[src/rtl/operate_executor.sv]
`default_nettype none
// ============================================================================
//  Module   : operate_executor
//  Purpose  : Executes PDP-8 operate (opcode 7) instructions. Accepts an
//             instruction and its PC over a valid/ready handshake, presents
//             the operate field plus the architectural AC/link to an external
//             combinational micro-instruction decoder, captures its results,
//             and returns the next PC. Group-2 OSR/HLT/CLA and the AND-form
//             skip are resolved here.
//  Ports    : clk, reset_n            clock, async active-low reset
//             op_valid/op_ready       instruction handshake from sequencer
//             op_word, op_pc          instruction word and its address
//             switch_reg, cont        front panel switches / continue pulse
//             i_reg, ac_reg, l_reg    operands driven to the decoder
//             ac_micro, l_micro, skip decoder results
//             micro_g1/g2/g3          decoder group flags
//             pc_next, pc_valid       next PC and its one-cycle strobe
//             halted, bad_op          HALT state / bad-instruction strobe
//  Revision : 1.0  initial release
// ============================================================================
module operate_executor #(
    parameter int WORD_W = 12,
    parameter int IR_W   = 9
) (
    input  logic              clk,
    input  logic              reset_n,
    input  logic              op_valid,
    output logic              op_ready,
    input  logic [WORD_W-1:0] op_word,
    input  logic [WORD_W-1:0] op_pc,
    input  logic [WORD_W-1:0] switch_reg,
    input  logic              cont,
    output logic [IR_W-1:0]   i_reg,
    output logic [WORD_W-1:0] ac_reg,
    output logic              l_reg,
    input  logic [WORD_W-1:0] ac_micro,
    input  logic              l_micro,
    input  logic              skip,
    input  logic              micro_g1,
    input  logic              micro_g2,
    input  logic              micro_g3,
    output logic [WORD_W-1:0] pc_next,
    output logic              pc_valid,
    output logic              halted,
    output logic              bad_op
);

    // Operate-field bit positions used by the executor itself
    localparam int       c_BIT_CLA = 7;
    localparam int       c_BIT_SMA = 6;   // SPA in the AND form
    localparam int       c_BIT_SZA = 5;   // SNA in the AND form
    localparam int       c_BIT_SNL = 4;   // SZL in the AND form
    localparam int       c_BIT_AND = 3;
    localparam int       c_BIT_OSR = 2;
    localparam int       c_BIT_HLT = 1;
    localparam logic [2:0] c_OPC_OPR = 3'b111;

    typedef enum logic [1:0] {
        ST_IDLE = 2'd0,
        ST_EVAL = 2'd1,
        ST_WB   = 2'd2,
        ST_HALT = 2'd3
    } state_t;

    state_t            r_state;
    state_t            w_state_next;

    logic [IR_W-1:0]   r_ir;
    logic [WORD_W-1:0] r_pc;
    logic              r_op_ok;
    logic [WORD_W-1:0] r_ac;
    logic              r_link;
    logic [WORD_W-1:0] r_pc_next;
    logic              r_hlt;
    logic              r_bad;

    logic              w_accept;
    logic              w_bad;
    logic              w_g1;
    logic              w_g2;
    logic              w_and_skip;
    logic              w_skip_taken;
    logic [WORD_W-1:0] w_g2_ac;
    logic [WORD_W-1:0] w_ac_new;
    logic              w_link_new;
    logic              w_hlt;
    logic [WORD_W-1:0] w_pc_inc;

    assign w_accept = op_valid && (r_state == ST_IDLE);

    // ------------------------------------------------------------------
    // State register and next-state logic
    // ------------------------------------------------------------------
    always_ff @(posedge clk or negedge reset_n) begin
        if (!reset_n) begin
            r_state <= ST_IDLE;
        end else begin
            r_state <= w_state_next;
        end
    end

    always_comb begin
        w_state_next = r_state;
        case (r_state)
            ST_IDLE: if (op_valid) w_state_next = ST_EVAL;
            ST_EVAL: w_state_next = ST_WB;
            ST_WB:   w_state_next = r_hlt ? ST_HALT : ST_IDLE;
            ST_HALT: if (cont) w_state_next = ST_IDLE;
            default: w_state_next = ST_IDLE;
        endcase
    end

    // ------------------------------------------------------------------
    // EVAL-cycle result selection. A wrong opcode overrides whatever the
    // decoder reports, since it still decodes the low nine bits.
    // ------------------------------------------------------------------
    assign w_bad = !r_op_ok || micro_g3;
    assign w_g1  = !w_bad && micro_g1;
    assign w_g2  = !w_bad && micro_g2;

    // AND-form skip, evaluated on the pre-instruction AC/link
    assign w_and_skip = (!r_ir[c_BIT_SMA] || !r_ac[WORD_W-1])
                     && (!r_ir[c_BIT_SZA] || (r_ac != '0))
                     && (!r_ir[c_BIT_SNL] || !r_link);

    assign w_skip_taken = w_g2 && (r_ir[c_BIT_AND] ? w_and_skip : skip);

    assign w_g2_ac = (r_ir[c_BIT_CLA] ? '0 : r_ac)
                   | (r_ir[c_BIT_OSR] ? switch_reg : '0);

    assign w_ac_new   = w_g1 ? ac_micro : (w_g2 ? w_g2_ac : r_ac);
    assign w_link_new = w_g1 ? l_micro : r_link;
    assign w_hlt      = w_g2 && r_ir[c_BIT_HLT];
    assign w_pc_inc   = w_skip_taken ? WORD_W'(2) : WORD_W'(1);

    // ------------------------------------------------------------------
    // Datapath registers
    // ------------------------------------------------------------------
    always_ff @(posedge clk or negedge reset_n) begin
        if (!reset_n) begin
            r_ir      <= '0;
            r_pc      <= '0;
            r_op_ok   <= 1'b0;
            r_ac      <= '0;
            r_link    <= 1'b0;
            r_pc_next <= '0;
            r_hlt     <= 1'b0;
            r_bad     <= 1'b0;
        end else begin
            if (w_accept) begin
                r_ir    <= op_word[IR_W-1:0];
                r_pc    <= op_pc;
                r_op_ok <= (op_word[WORD_W-1 -: 3] == c_OPC_OPR);
            end
            if (r_state == ST_EVAL) begin
                r_ac      <= w_ac_new;
                r_link    <= w_link_new;
                r_pc_next <= r_pc + w_pc_inc;   // wraps modulo 2^WORD_W
                r_hlt     <= w_hlt;
                r_bad     <= w_bad;
            end
        end
    end

    // ------------------------------------------------------------------
    // Outputs
    // ------------------------------------------------------------------
    assign op_ready = (r_state == ST_IDLE);
    assign pc_valid = (r_state == ST_WB);
    assign halted   = (r_state == ST_HALT);
    assign bad_op   = pc_valid && r_bad;
    assign i_reg    = r_ir;
    assign ac_reg   = r_ac;
    assign l_reg    = r_link;
    assign pc_next  = r_pc_next;

endmodule
`default_nettype wire

[config.mk]
export PLATFORM = sky130hd
export DESIGN_NAME = operate_executor
export DESIGN_NICKNAME = d
export VERILOG_FILES = /design/src/rtl/operate_executor.sv
export SDC_FILE = /design/constraint.sdc
export NUM_CORES = 1
export LEC_CHECK = 0
export CORE_UTILIZATION = 25
export DETAILED_ROUTE_END_ITERATION = 6
export PLACE_DENSITY = 0.48
export SLEW_MARGIN = 20
export SYNTH_ARGS = -nofsm -noshare
export SYNTH_HDL_FRONTEND = slang
export SYNTH_SLANG_ARGS = --single-unit
[constraint.sdc]
create_clock -name clk -period 4.5 [get_ports clk]
set_input_delay 0.675 -clock clk [delete_from_list [all_inputs] [get_ports clk]]
set_output_delay 0.675 -clock clk [all_outputs]
set_load 0.05 [all_outputs]
==> results.py, run 1 <==
metrics = {
    "placement": {
        "post-place-ws_ns": 1.531,
        "place_congestion": 0.7518,
        "dpl.hpwl_mm": 4.999,
        "portBuffers": 94,
    },
    "timing": {
        "setup_viol": 0,
        "tightest_slew_ns": 0.8850,
        "period_share": 0.5950,
        "rsz0062_at_grt": "false",
        "min_period_ns": 2.677,
        "tns_ns": 0,
        "skew_ns": 0.01069,
        "slew_headroom": 0.4068,
        "holdWs_ns": 0.4699,
        "hold_viol_final": 0,
        "max_freq_mhz": 373.5,
        "drv_slew": 0,
        "setup_slack_ns": 1.823,
    },
    "routing": {
        "num_vias": 2063,
        "via_per_inst": 4.298,
        "drc_errors": 0,
        "ant_nets": 0,
        "routedWlPerCell_microns": 14.01,
        "drt_iter0_drc": 119,
        "detail_route.wirelength_mm": 6.723,
        "drtPass1Iterations": 4,
    },
    "finish": {
        "most-common-layout-cells": "93 x clkdlybuf4s50_1, 55 x nand2_1, 51 x dfrtp_1",
        "multi_input_area_sq_mm": 0.001129,
        "syn2layout_area_growth_pct": 44.67,
        "fill_cells": 1001,
        "nets": 406,
        "layout_commonest_cell": "clkdlybuf4s50_1",
        "regArea_sq_mm": 0.001276,
        "num_antenna_cells": 0,
        "drive_gt1_frac": 0.09510,
    },
    "logic_synthesis": {
        "ys_seq_elements": 51,
        "yosys-top-cells-area": "dfrtp_1 51%, mux2_2 9.0%, nand2_1 8.3%, o21ai_0 5.0%, nor2_1 3.6%",
        "syn_nets": 316,
        "synth.cell_area_sq_mm": 0.002499,
        "synth_top_area_cell": "dfrtp_1",
        "synth_cell_type_count": 36,
        "synth_top_area_frac": 0.5108,
        "synth_cells": 256,
        "yosys_warnings": 0,
        "ys_seq_area_frac": 0.5108,
        "synth.avg_cell_area_sq_um": 9.760,
    },
    "critical_path": {
        "end_kind": "register",
        "r2r_start": "ac_reg[11]",
        "r2r_end": "pc_next[10]",
        "path_buf_inv": 1,
        "cp.depth": 8,
        "path_delay_family": "compound AO/OA/AOI/OAI gates",
        "critical_path_class": "in2reg",
        "reg2reg_depth": 11,
        "cp_max_fo": 4,
        "arrival_ns": 2.87,
        "r2r_slack_ns": 1.87,
        "crit_path_start": "micro_g3",
        "critical-path-max-stage-delay_ns": 0.42,
        "critPathLaunchType": "input port",
        "cp_slowest_cell": "clkdlybuf4s50_1",
        "crit_end": "pc_next[11]",
        "worstPathRequired_ns": 4.69,
        "cp_cell_sequence": "clkdlybuf4s50_1, nand3b_1, a211oi_1, ha_1, a21o_1, and2_1, and3_1, a221o_1",
    },
    "clock_tree": {
        "clk_path_buf_depth": 2,
        "insertion_delay_ns": 0.31,
        "clk_pin_slew_ns": 0.09,
        "ctsHoldBuffers": 0,
        "cts.repair.resized": 0,
        "cts_root_buf": "clkbuf_8",
        "clock_sinks": 51,
        "cts_setup_buffers": 0,
        "cts_max_level": 2,
        "cts_buffers": 5,
        "cts_tree": "yes",
    },
    "pwr": {
        "p_per_area_mw_per_mm2": 621.9,
        "p_leak_uw": 0.001484,
        "ir_worst_vdd_mv": 0.2334,
    },
    "floorplanning": {
        "pin_count": 95,
        "die-area_sq_mm": 0.01040,
        "start_util": 0.2568,
        "coreArea_sq_mm": 0.009729,
        "rows": 36,
        "fp.dieW_microns": 102.0,
        "die_h_microns": 102.0,
    },
    "job": {
        "drv_cap": 0,
    },
    "grt": {
        "grt_max_degree": 52,
        "grt_antenna_before_repair": 0,
        "grt_use_met2": 0.2251,
        "use_met3": 0.02326,
        "grt_pass1_wl_mm": 10.74,
        "gr-usage-met1": 0.1861,
        "grt.busiest_layer": "met2",
        "grtUsageTotal": 0.1371,
        "globalRouteOverflowTotal": 0,
        "grt_pass1_vias": 1979,
    },
    "min_path": {
        "hp-class": "in2async",
    },
    "outcome": {
        "outcome": "finished clean",
    },
}
## stage by stage
stage / power, uW / util / instance area, sq um / instances
final: 2248 / 0.3715 / 3615 / 480
after floorplan: 1613 / - / 2499 / 256
after CTS: 2280 / 0.3715 / 3615 / 480
after global routing: 2413 / 0.3715 / 3615 / 480
after detailed placement: 2012 / 0.3632 / 3533 / 472
after global placement: 2004 / 0.3632 / 3533 / 472
## how the worst min path moves through the flow
| stage | from | endpoint | slack (ns) | depth (start not counted) |
|---|---|---|---|---|
| after global placement | pc_next[0] | pc_next[0] | 0.46 | 2 |
| after CTS | pc_next[7] | pc_next[7] | 0.49 | 2 |
| after floorplan | reset_n | ac_reg[0] | 0.38 | 0 |
| final | reset_n | pc_next[9] | 0.47 | 2 |
| after detailed placement | pc_next[7] | pc_next[7] | 0.47 | 2 |
| after global routing | pc_next[4] | pc_next[4] | 0.53 | 2 |
## cells by family after synthesis
kind of cell | synth area share
and+or+nand+nor | 0.2033
DFF | 0.5108
adders and majority gates | 0.01803
xor gates and xnor gates | 0.03155
muxes | 0.09464
AOI/OAI and AO/OA | 0.1042
buffers and inverters | 0.03755
## worst register-to-register path, stage by stage (launching register included)
cell and delay (ns):
dfrtp_1 0.43, nor4_1 0.36, nand4_1 0.13, nand2_1 0.11, a211o_1 0.17, ha_1 0.17, inv_1 0.06, fa_1 0.40
nand2b_1 0.19, nor3_1 0.24, xnor2_1 0.15, o21ai_0 0.09
## power by group
part           leakage, uW  switching (uW)  internal [uW]
Sequential        0.000640             183            629
Clock            0.0000422             154            110
Combinational     0.000802             705            467
## synthesized netlist by cell type, drive strengths merged
library cell,number
nand2b,3
nor2b,2
a22oi,1
a31oi,1
clkbuf,5
a221o,1
a21o,2
ha,2
a211oi,1
nor3b,1
nor4,1
xor2,5
nand3,1
o21ai,25
nor2,24
or3,1
and2,3
nand4,6
a211o,1
nor4b,1
inv,3
nor3,4
nand2,55
mux2,21
and3,3
dfrtp,51
nand3b,3
xnor2,4
a21oi,16
buf,8
fa,1
## per-layer routing
metal	wire, microns	share of wire	vias up
met3	199	0.030	6
met2	3272	0.49	39
met5	0	0	-
met4	91	0.014	0
li1	-	-	1045
met1	3160	0.47	973
## cell type report
cell class	count	share of cell area
multi-input cells	189	0.3122
clock inverters	1	0.001385
repair buffers	96	0.2631
well taps	133	0.04604
flip-flops and latches	51	0.3531
inverters	3	0.003115
clock buffers	7	0.02111
No activity file was read; power rests on OpenSTA's default activity.
==> run 2, diff against run 1 <==
- clock period: 4.5 -> 2.5 ns (I/O delays scaled with it)
==> run 2 against run 1 <==
Compared with the run above:
- largest cell class unchanged
- worst setup slack lost 1.7 ns
- sequential power up 81%
- cell count up 3.5%
- routed wire length shrank 2.5%
==> results.py, run 2 (same netlist as run 1, synthesis figures left out) <==
metrics = {
    "outcome": {
        "outcome": "finished clean",
    },
    "floorplanning": {
        "rows": 36,
        "die_h_microns": 102.0,
        "coreArea_sq_mm": 0.009729,
        "fp.dieW_microns": 102.0,
        "pin_count": 95,
        "die-area_sq_mm": 0.01040,
        "start_util": 0.2568,
    },
    "critical_path": {
        "end_kind": "register",
        "critical-path-max-stage-delay_ns": 0.43,
        "reg2reg_depth": 11,
        "r2r_start": "ac_reg[6]",
        "cp_cell_sequence": "nor4b_4, nand4_1, nand2_2, a211o_1, ha_1, inv_1, fa_2, nand2b_4, nor3_4, xnor2_1, o21ai_0",
        "arrival_ns": 2.60,
        "worstPathRequired_ns": 2.69,
        "critPathLaunchType": "register",
        "cp_slowest_cell": "dfrtp_2",
        "critical_path_class": "reg2reg",
        "r2r_end": "pc_next[10]",
        "r2r_slack_ns": 0.09,
        "cp_max_fo": 3,
    },
    "clock_tree": {
        "ctsHoldBuffers": 0,
        "insertion_delay_ns": 0.31,
        "cts_tree": "yes",
        "cts_max_level": 2,
        "clock_sinks": 51,
        "cts_buffers": 5,
        "clk_pin_slew_ns": 0.10,
        "clk_path_buf_depth": 2,
        "cts_root_buf": "clkbuf_8",
    },
    "finish": {
        "fin_cells": 497,
        "syn2layout_area_growth_pct": 54.58,
        "drive_gt1_frac": 0.1841,
        "finish.utilization": 0.3970,
        "most-common-layout-cells": "93 x clkdlybuf4s50_1, 54 x nand2_1, 44 x dfrtp_1",
        "nets": 423,
        "layout_commonest_cell": "clkdlybuf4s50_1",
        "num_antenna_cells": 0,
    },
    "grt": {
        "grt_pass1_wl_mm": 10.79,
        "grtUsageTotal": 0.1354,
        "grt_max_degree": 29,
        "grt_antenna_before_repair": 0,
        "globalRouteOverflowTotal": 0,
        "grt_pass1_vias": 2104,
    },
    "pwr": {
        "ir_worst_vdd_mv": 0.5380,
        "pwr-share-clk": 0.157,
        "intPower_uw": 2444,
        "p_leak_uw": 0.001616,
        "p_sw_uw": 1906,
        "p_sw_frac": 0.4382,
        "p_per_area_mw_per_mm2": 1126,
        "power_frac_comb": 0.505,
        "pwr-share-seq": 0.338,
    },
    "placement": {
        "dpl.hpwl_mm": 4.979,
        "place_congestion": 0.7320,
        "post-place-ws_ns": -0.1220,
        "portBuffers": 94,
        "dp_cells": 487,
    },
    "routing": {
        "detail_route.wirelength_mm": 6.553,
        "routedWlPerCell_microns": 13.19,
        "drc_errors": 0,
        "via_per_inst": 4.278,
        "ant_nets": 0,
        "num_vias": 2126,
        "drt_iter0_drc": 61,
        "drtPass1Iterations": 6,
    },
    "timing": {
        "hold_viol_final": 0,
        "period_share": 0.9641,
        "max_freq_mhz": 414.9,
        "skew_ns": 0.004532,
        "setup_slack_ns": 0.08979,
        "slew_headroom": 0.6014,
        "holdWs_ns": 0.06086,
        "setup_viol": 0,
        "drv_slew": 0,
        "min_period_ns": 2.410,
        "rsz0062_at_grt": "true",
        "tightest_slew_ns": 0.5979,
    },
    "job": {
        "drv_cap": 0,
    },
    "min_path": {
        "hp-class": "in2async",
    },
}
==> run 2: final cells by class <==
cell class              instances  area (sq um)
clock buffers                   6         72.57
clock inverters                 2         60.06
fillers                      1007          5867
inverters                       3         11.26
multi-input cells             189          1189
flip-flops and latches         51          1285
well taps                     133         166.4
repair buffers                113          1079
==> run 2: through the flow <==
step | setup TNS (ns) | total power [uW] | cell area (sq um)
global route | -0.2606 | 4666 | 3862
floorplan | 0 | 2909 | 2514
finish | 0 | 4350 | 3862
global placement | -0.1760 | 3639 | 3661
detailed placement | -0.2394 | 3646 | 3661
CTS | 0 | 4384 | 3835
==> run 2: worst max path at each step <==
stage                   to  slack, ns  depth (start not counted)       start
3_3_place_gp    pc_next[8]      -0.09                          8    micro_g2
4_1_cts        pc_next[10]       0.02                         11   ac_reg[5]
6_report       pc_next[10]       0.09                         11   ac_reg[6]
2_1_floorplan  pc_next[10]       0.02                         11  ac_reg[11]
5_1_grt        pc_next[10]      -0.09                         11   ac_reg[6]
3_5_place_dp   pc_next[10]      -0.12                          8    micro_g2
==> run 2: metal layers <==
metal / track usage / part of all wire
met1: 0.1886 / 0.47
met2: 0.2142 / 0.47
met3: 0.02326 / 0.042
met4: 0.04286 / 0.018
met5: 0 / 0
==> run 2: critical path: cells and delay by family, from the launching register on <==
family          cells  cell delay (ns)
simple gates        5             0.92
fa+ha+maj           2             0.49
compound gates      2             0.23
flops               1             0.43
buf+inv             1             0.06
xor+xnor            1             0.15
==> run 2: power groups by stage <==
stage                     Combinational [uW]  Clock (uW)  Sequential, uW
after detailed placement                2160           0            1480
after floorplan                          944           0            1970
after CTS                               2200         704            1480
after global routing                    2390         740            1540
after global placement                  2160           0            1480
final                                   2200         682            1470
==> run 2: what timing repair did <==
action                     CTS  global route
pin swaps                    1             4
setup endpoints to repair    2             8
setup buffers                2             0
gates resized for setup      4             6
